**config.mk**
```make
export PLATFORM = sky130hd
export DESIGN_NAME = seg7_scan_ctrl
export DESIGN_NICKNAME = d
export VERILOG_FILES = /design/src/rtl/seg7_pkg.sv /design/src/rtl/seg7_decode.sv /design/src/rtl/seg7_scan_ctrl.sv
export SDC_FILE = /design/constraint.sdc
export NUM_CORES = 1
export LEC_CHECK = 0
export ABC_AREA = 1
export CAP_MARGIN = 20
export CORE_MARGIN = 8
export CORE_UTILIZATION = 56
export DETAILED_ROUTE_END_ITERATION = 7
export GPL_TIMING_DRIVEN = 0
export PLACE_DENSITY = 0.88
export SLEW_MARGIN = 40
export SYNTH_ARGS = -nofsm -noshare
export SYNTH_HDL_FRONTEND = slang
export SYNTH_SLANG_ARGS = --single-unit
```
**constraint.sdc**
```tcl
create_clock -name clk -period 2.84 [get_ports clk]
set_clock_uncertainty 0.1 [all_clocks]
set_input_delay 0.284 -clock clk [delete_from_list [all_inputs] [get_ports clk]]
set_output_delay 0.284 -clock clk [all_outputs]
set_load 0.05 [all_outputs]
```
**src/rtl/seg7_pkg.sv**
```systemverilog
// Shared seven-segment definitions: segment bit positions, hex font, scan states.
package seg7_pkg;

    localparam int unsigned SEG_W = 7;
    localparam int unsigned SEG_A = 0;
    localparam int unsigned SEG_B = 1;
    localparam int unsigned SEG_C = 2;
    localparam int unsigned SEG_D = 3;
    localparam int unsigned SEG_E = 4;
    localparam int unsigned SEG_F = 5;
    localparam int unsigned SEG_G = 6;

    // Active-high font, element 0 is hex 0; bit SEG_A..SEG_G lights a..g
    localparam logic [15:0][SEG_W-1:0] HEX_FONT = {
        7'h71, 7'h79, 7'h5E, 7'h39, 7'h7C, 7'h77, 7'h6F, 7'h7F,
        7'h07, 7'h7D, 7'h6D, 7'h66, 7'h4F, 7'h5B, 7'h06, 7'h3F
    };

    typedef enum logic {
        SCAN_DEAD = 1'b0,
        SCAN_SHOW = 1'b1
    } scan_state_e;

    function automatic logic [SEG_W-1:0] hex_to_seg(input logic [3:0] hex);
        return HEX_FONT[hex];
    endfunction

endpackage

```
**src/rtl/seg7_decode.sv**
```systemverilog
// Combinational hex nibble to active-high seven-segment pattern.
module seg7_decode
    import seg7_pkg::*;
(
    input  logic [3:0]       hex_i,
    output logic [SEG_W-1:0] seg_c_o
);

    assign seg_c_o = hex_to_seg(hex_i);

endmodule

```
**src/rtl/seg7_scan_ctrl.sv**
```systemverilog
// Multiplexed seven-segment scanner with double-buffered value load and
// dead-time gaps between digits.
module seg7_scan_ctrl
    import seg7_pkg::*;
#(
    parameter int unsigned NUM_DIGITS  = 4,
    parameter int unsigned SCAN_DIV    = 50000,
    parameter int unsigned DEAD_CYCLES = 2,
    parameter int unsigned ACTIVE_LOW  = 1
) (
    input  logic                    clk,
    input  logic                    reset,
    input  logic                    load_valid,
    output logic                    load_ready,
    input  logic [4*NUM_DIGITS-1:0] load_value,
    input  logic [NUM_DIGITS-1:0]   blank_mask,
    input  logic                    lz_suppress,
    output logic [SEG_W-1:0]        seg_out,
    output logic [NUM_DIGITS-1:0]   digit_en,
    output logic                    frame_done
);

    localparam int unsigned CNT_MAX = (SCAN_DIV > DEAD_CYCLES) ? SCAN_DIV : DEAD_CYCLES;
    localparam int unsigned CNT_W   = $clog2(CNT_MAX + 1);
    localparam int unsigned IDX_W   = (NUM_DIGITS > 1) ? $clog2(NUM_DIGITS) : 1;

    localparam logic [IDX_W-1:0]      IDX_LAST  = IDX_W'(NUM_DIGITS - 1);
    localparam logic [CNT_W-1:0]      DEAD_LAST = CNT_W'(DEAD_CYCLES - 1);
    localparam logic [CNT_W-1:0]      SHOW_LAST = CNT_W'(SCAN_DIV - 1);
    localparam logic                  POL       = (ACTIVE_LOW != 0);
    localparam logic [SEG_W-1:0]      SEG_OFF   = {SEG_W{POL}};
    localparam logic [NUM_DIGITS-1:0] EN_OFF    = {NUM_DIGITS{POL}};

    scan_state_e                       state_q, state_d;
    logic [CNT_W-1:0]                  cnt_q, cnt_d;
    logic [IDX_W-1:0]                  idx_q, idx_d;
    logic [NUM_DIGITS-1:0][3:0]        active_q, active_d;
    logic [NUM_DIGITS-1:0][3:0]        pending_q, pending_d;
    logic                              pending_valid_q, pending_valid_d;
    logic                              load_ready_q;
    logic [SEG_W-1:0]                  seg_q, seg_d;
    logic [NUM_DIGITS-1:0]             en_q, en_d;
    logic                              frame_done_q, frame_done_d;

    logic                              xfer_c;
    logic [NUM_DIGITS-1:0]             lz_blank_c;
    logic                              zero_run_c;
    logic                              blank_c;
    logic [SEG_W-1:0]                  font_c;

    assign load_ready = load_ready_q;
    assign seg_out    = seg_q;
    assign digit_en   = en_q;
    assign frame_done = frame_done_q;

    assign xfer_c = load_valid & load_ready_q;

    // Scan sequencing: DEAD gap then SHOW slot per digit
    always_comb begin
        state_d = state_q;
        cnt_d   = cnt_q + CNT_W'(1);
        idx_d   = idx_q;
        unique case (state_q)
            SCAN_DEAD: begin
                if (cnt_q == DEAD_LAST) begin
                    state_d = SCAN_SHOW;
                    cnt_d   = '0;
                end
            end
            SCAN_SHOW: begin
                if (cnt_q == SHOW_LAST) begin
                    state_d = SCAN_DEAD;
                    cnt_d   = '0;
                    idx_d   = (idx_q == IDX_LAST) ? '0 : idx_q + IDX_W'(1);
                end
            end
            default: begin
                state_d = SCAN_DEAD;
                cnt_d   = '0;
            end
        endcase
    end

    // Double buffer; frame_done_q marks the current cycle as frame end
    always_comb begin
        active_d        = active_q;
        pending_d       = pending_q;
        pending_valid_d = pending_valid_q;
        if (frame_done_q) begin
            if (pending_valid_q) begin
                active_d        = pending_q;
                pending_valid_d = 1'b0;
            end else if (xfer_c) begin
                active_d = load_value;
            end
        end else if (xfer_c) begin
            pending_d       = load_value;
            pending_valid_d = 1'b1;
        end
    end

    // Leading-zero run: digit i is suppressible when it and all above are zero
    always_comb begin
        lz_blank_c = '0;
        zero_run_c = 1'b1;
        for (int i = NUM_DIGITS - 1; i >= 0; i--) begin
            zero_run_c    = zero_run_c & (active_q[i] == 4'h0);
            lz_blank_c[i] = zero_run_c & (i != 0);
        end
    end

    seg7_decode u_decode (
        .hex_i   (active_q[idx_d]),
        .seg_c_o (font_c)
    );

    // Output image for the state entered on the coming edge
    always_comb begin
        seg_d        = SEG_OFF;
        en_d         = EN_OFF;
        blank_c      = blank_mask[idx_d] | (lz_suppress & lz_blank_c[idx_d]);
        frame_done_d = (state_d == SCAN_SHOW) && (idx_d == IDX_LAST) && (cnt_d == SHOW_LAST);
        if ((state_d == SCAN_SHOW) && !blank_c) begin
            seg_d = font_c ^ SEG_OFF;
            en_d  = (NUM_DIGITS'(1) << idx_d) ^ EN_OFF;
        end
    end

    always_ff @(posedge clk) begin
        if (reset) begin
            state_q         <= SCAN_DEAD;
            cnt_q           <= '0;
            idx_q           <= '0;
            active_q        <= '0;
            pending_q       <= '0;
            pending_valid_q <= 1'b0;
            load_ready_q    <= 1'b1;
            seg_q           <= SEG_OFF;
            en_q            <= EN_OFF;
            frame_done_q    <= 1'b0;
        end else begin
            state_q         <= state_d;
            cnt_q           <= cnt_d;
            idx_q           <= idx_d;
            active_q        <= active_d;
            pending_q       <= pending_d;
            pending_valid_q <= pending_valid_d;
            load_ready_q    <= ~pending_valid_d;
            seg_q           <= seg_d;
            en_q            <= en_d;
            frame_done_q    <= frame_done_d;
        end
    end

endmodule

```
Word level (Yosys, flattened, before mapping)
Memory sizes are Yosys's and may differ from the RTL's.
Index checks and enable logic that the tools add are counted.
{"block": "totals", "register_bits": 65, "rom_bits": 112, "in_bits": 24, "out_inout_bits": 13, "mem_count": 1}
{"block": "op_classes", "addsub": 2, "order_cmp": 2, "n_eq_ne": 5, "n_shift": 1, "muxes": 20, "n_bitwise": 11, "reduce_logical": 11}
{"memory": "(no name shown)", "depth": 16, "word_bits": 7, "rd": 1, "rd_ports_with_merged_regs": 0, "wr": 0, "line_no": "seg7_pkg.sv:25", "source": "return HEX_FONT[hex];"}
{"operator": "16-bit two-way mux", "count": 4}
{"operator": "16-bit equality test (second input constant)", "count": 2}
{"operator": "16-bit one-hot mux with 2 select lines", "count": 1}
{"operator": "16-bit by 1-bit adder with 16-bit output (second input constant)", "count": 1}
{"operator": "16-bit by 1-bit equality test with 1-bit output (second input constant)", "count": 1}
{"operator": "4-bit logical NOT", "count": 3}
{"operator": "4-bit binary-select mux with 2-bit select", "count": 1}
{"operator": "7-bit two-way mux", "count": 1}
{"operator": "7-bit inverter", "count": 1}
{"operator": "1-bit two-way mux", "count": 6}
{"operator": "2-bit two-way mux", "count": 3}
{"operator": "4-bit by 5-bit less-than comparator with 1-bit output (second input constant)", "count": 1}
{"operator": "1-bit AND", "count": 4}
{"operator": "1-bit binary-select mux with 2-bit select", "count": 2}
{"operator": "2-bit equality test (second input constant)", "count": 2}
{"operator": "4-bit two-way mux", "count": 1}
{"operator": "1-bit inverter", "count": 4}
{"operator": "4-bit inverter", "count": 1}
{"operator": "2-bit AND reduction", "count": 2}
{"operator": "1-bit by 2-bit left shift with 4-bit output (first input constant)", "count": 1}
{"operator": "1-bit logical AND", "count": 3}
{"operator": "2-bit by 3-bit less-than comparator with 1-bit output (second input constant)", "count": 1}
{"operator": "2-bit by 1-bit adder with 2-bit output (second input constant)", "count": 1}
{"operator": "1-bit one-hot mux with 2 select lines", "count": 1}
{"operator": "other kinds (4)", "count": 4}

Depth between registers and ports, before layout
{"block": "depth", "ltp_word": 12, "depth_mapped": 19, "ltp_nobuf": 19}

By module
Synthesis repeated with hierarchy kept, for this count alone.
{"block": "hier_totals", "hier_cells": 447, "hier_area_um2": 3138.0}
{"mod": "seg7_scan_ctrl", "instances": 1, "cells_each": 395, "area_each_um2": 2867.8, "seq_area_each_um2": 1301.2}
{"mod": "seg7_decode", "instances": 1, "cells_each": 52, "area_each_um2": 270.3, "seq_area_each_um2": 0.0}

Least setup slack after synthesis
No wires, ideal clock.
{"block": "synth_path", "path_kind": "reg-to-reg", "start": "register cnt_q[0]", "end": "register seg_q[0] (netlist: seg_out[0])", "setup_ns": 0.121, "arrival_time_ns": 2.366, "t_required_ns": 2.619, "path_slack_ns": 0.254, "path_stages_with_launch": 18, "n_path_buf": 0, "synth_period_minus_slack_ns": 2.586, "cell_sequence": "dfxtp_1 -> ha_1 -> nand3_1 -> nor2_2 -> nand3_1 -> nand2_1 -> nand2_2 -> nand2_1 -> inv_1 -> nand2_1 -> nand2_1 -> nor2_1 -> inv_1 -> ha_1 -> inv_1 -> nand3_1 -> nand3_1 -> nand3_1"}
{"block": "synth_between", "elab_chain_cells": 11, "word_cells_on_any_way": 22, "classes_between": "eq/ne: 2; mux: 12; bitwise: 4; reduce/logical: 3; memory: 1"}
{"element": "start, declared", "line_no": "seg7_scan_ctrl.sv:35", "source": "logic [CNT_W-1:0] cnt_q, cnt_d;"}
{"element": "start signal, assigned", "line_no": "seg7_scan_ctrl.sv:143", "source": "cnt_q <= cnt_d;"}
{"element": "parallel branches: the longest is 11 deep, another holds memory 16 x 7 bit"}
{"element": "end signal, assigned", "line_no": "seg7_scan_ctrl.sv:149", "source": "seg_q <= seg_d;"}
{"element": "end, declared", "line_no": "seg7_scan_ctrl.sv:41", "source": "logic [SEG_W-1:0] seg_q, seg_d;"}
Parallel ways; which one is timed is not known. The select of a mux whose other input is x is not followed.
A chain may end at the register's enable or synchronous reset.

Worst setup path in the final report
Ends and elaborated chain as after synthesis.

==> impl_metrics.py <==
metrics = {
    "run_status": {
        "status": "finished, final reports clean",
    },
    "layout": {
        "nNetsFinal": 583,
        "drive_above_1_share": 0.123,
        "multiInputGateArea_sq_um": 1850,
        "antennaDiodeCount": 0,
        "seq_area_sq_um": 1300,
        "n_fill_cell": 467,
        "area_growth_pct": 24.0,
    },
    "power_and_ir_drop": {
        "powerDensity_nw_per_um2": 510,
        "p_leak_uw": 0.00185,
        "peakVddDrop_mv": 0.359,
    },
    "synthesis": {
        "ys_seq_area_frac": 0.387,
        "synth.distinct_cells": 29,
        "synth.avg_cell_area_sq_um": 6.84,
        "syn_area_sq_um": 3360,
        "syn_nets": 525,
        "ys_warn_count": 0,
        "ys_seq_elements": 65,
        "synthCells": 491,
    },
    "clocking": {
        "holdBufCountCts": 0,
        "htree_levels": 3,
        "cts_buffers": 9,
        "cts.sinks": 65,
        "cts_tree": "yes",
        "clock_latency_ns": 0.35,
        "clock-root-buffer": "clkbuf_8",
        "cts.clk_slew.worst_paths_ns": 0.08,
        "cts_max_path_buffers": 2,
    },
    "worst_hold_path": {
        "hold_class": "reg -> reg",
    },
    "grt": {
        "top_usage_layer": "met2",
        "grt_usage": 0.190,
        "grt_max_degree": 13,
        "overflow": 0,
        "use_met2": 0.318,
        "grt_pass1_vias": 3152,
        "grt_use_met3": 0.0577,
        "use_met1": 0.221,
        "grt_pass1_wl_um": 13600,
        "antenna_found_initial": 0,
    },
    "worst_setup_path": {
        "worstPathRequired_ns": 2.97,
        "cp-end-kind": "register",
        "crit_path_start_kind": "register",
        "criticalPathCategory": "reg -> reg",
        "cp_max_fo": 6,
        "critPathArrivalTime_ns": 2.81,
    },
    "sta": {
        "period_share": 0.943,
        "fmax_mhz": 374,
        "finalMaxSlewViolations": 0,
        "worst_pin_slew_ns": 0.505,
        "setup_tns_ns": 0,
        "fin_crit_ns": 2.68,
        "setup_viol": 0,
        "hold_viol_final": 0,
        "relSlewSlack": 0.662,
        "hold_slack_ns": 0.375,
    },
    "detailed_routing": {
        "drt_iter0_drc": 227,
        "drc_errors": 0,
        "drtAntennaViolNets": 0,
        "totalWireLength_um": 8140,
        "dr_total_vias": 3294,
        "wl_per_cell_um": 12.9,
        "vias_per_cell": 5.24,
        "drt-pass1-iter-count": 5,
    },
    "die": {
        "fp.dieArea_sq_um": 8730,
        "initial_core_util": 0.574,
        "core_sq_um": 5850,
        "io_pins": 37,
        "dieWidth_um": 93.5,
        "rows": 28,
        "dieHeight_um": 93.5,
    },
    "placed_design": {
        "hpwl_um": 5960,
        "place.port_buffers": 36,
        "gp_congestion": 0.936,
    },
    "flow_run": {
        "drv_cap": 0,
    },
}
-- routing by layer --
layer	share of wire	wire, um	up-vias
li1	-	-	1683
met1	0.44	3620	1491
met2	0.47	3850	102
met3	0.058	474	18
met4	0.024	199	0
met5	0	0	-
-- placed cells by master (no fill, tap or decap), types with 2 or more instances in the layout --
cell | netlist | final
bufinv_16 | 0 | 2
nor3_1 | 9 | 9
nor2_2 | 8 | 8
o21ai_4 | 2 | 2
ha_1 | 10 | 8
a21oi_1 | 3 | 3
clkbuf_8 | 0 | 10
nand2_4 | 5 | 5
dfxtp_1 | 65 | 64
inv_2 | 3 | 3
inv_1 | 42 | 42
xor2_1 | 7 | 7
nand2_2 | 8 | 10
nand3_1 | 38 | 37
nand2_1 | 122 | 120
o21ai_0 | 35 | 35
buf_4 | 0 | 11
a31oi_1 | 16 | 16
clkdlybuf4s50_1 | 0 | 36
nand4_1 | 5 | 5
clkbuf_1 | 12 | 12
nor2_1 | 89 | 87
nor2_4 | 2 | 4
-- critical path, stage by stage, from the launching register on --
cell	delay, ns
dfxtp_2	0.41
ha_4	0.19
nand2_1	0.12
nor2_4	0.18
nand3_4	0.14
o21ai_4	0.25
nand2_2	0.10
inv_1	0.10
nand2_1	0.05
nand2_1	0.09
nor2_4	0.05
buf_4	0.14
buf_4	0.13
ha_1	0.23
inv_1	0.06
nand2_1	0.06
nand3_1	0.07
nand3_1	0.08
-- kinds of logic after synthesis --
logic type      share of synthesized area
xor+xnor                           0.0209
fa+ha+maj                          0.0372
simple gates                        0.380
buf+inv                            0.0741
flops                               0.387
compound gates                      0.101
-- power breakdown --
part / internal, uW / switching (uW) / total [uW]
registers: 953 / 28.2 / 981
logic: 93.5 / 154 / 248
clock network: 521 / 376 / 897
-- timing repair --
item / 4_1_cts / 5_1_grt
hold endpoints to repair: 0 / 0
setup buffers: 0 / 11
gates resized for setup: 3 / 8
pin swaps: 0 / 7
endpoints found under the setup margin: 7 / 7
-- registers in the layout, summed over array words and instances (netlist names), 2 cells and up --
register and cells:
active_q 16, pending_q 16, seg_out 7, digit_en 4
idx_q 2, cnt_q 16
-- metrics by stage --
step	total power (uW)	setup WS [ns]	instances	instance area, sq um	util
final	2130	0.163	629	4170	0.712
after floorplan	1150	0.254	491	3360	-
after CTS	2130	0.00932	618	4050	0.692
after global placement	1230	-0.0448	602	3810	0.652
after global routing	2200	-0.0271	629	4170	0.712
after detailed placement	1240	-0.143	602	3810	0.652
-- path summary, 6_finish.rpt --
kind                  from           end  slack, ns  cells past startpoint
max               cnt_q[0]    seg_out[0]       0.16                     17
min          pending_q[14]  active_q[14]       0.38                      2
max reg2reg       cnt_q[0]    seg_out[0]       0.16                     17
min reg2reg  pending_q[14]  active_q[14]       0.38                      2
-- cell type report --
cell class | instances | area share
Timing Repair Buffer | 47 | 0.106
Inverter | 46 | 0.0415
Tap cell | 75 | 0.0225
Multi-Input combinational cell | 366 | 0.444
Sequential cell | 65 | 0.313
Clock inverter | 6 | 0.0216
Buffer | 14 | 0.0183
Clock buffer | 10 | 0.0330
-- synth_stat cells, drive strengths merged --
| cell | number | area, sq um |
|---|---|---|
| nand2 | 135 | 564 |
| nor2 | 99 | 407 |
| dfxtp | 65 | 1300 |
| inv | 45 | 169 |
| nand3 | 39 | 208 |
| o21ai | 38 | 216 |
| a31oi | 16 | 100 |
| clkbuf | 12 | 45.0 |
| ha | 10 | 125 |
| nor3 | 9 | 45.0 |
| xor2 | 7 | 61.3 |
| nand4 | 5 | 31.3 |
| a21oi | 3 | 15.0 |
| buf | 2 | 31.3 |
| clkinv | 1 | 3.75 |
| nor3b | 1 | 7.51 |
| nor4 | 1 | 6.26 |
| o21a | 1 | 7.51 |
| or2 | 1 | 6.26 |
| xnor2 | 1 | 8.76 |
Note: power is estimated with default switching activity, not from simulation.
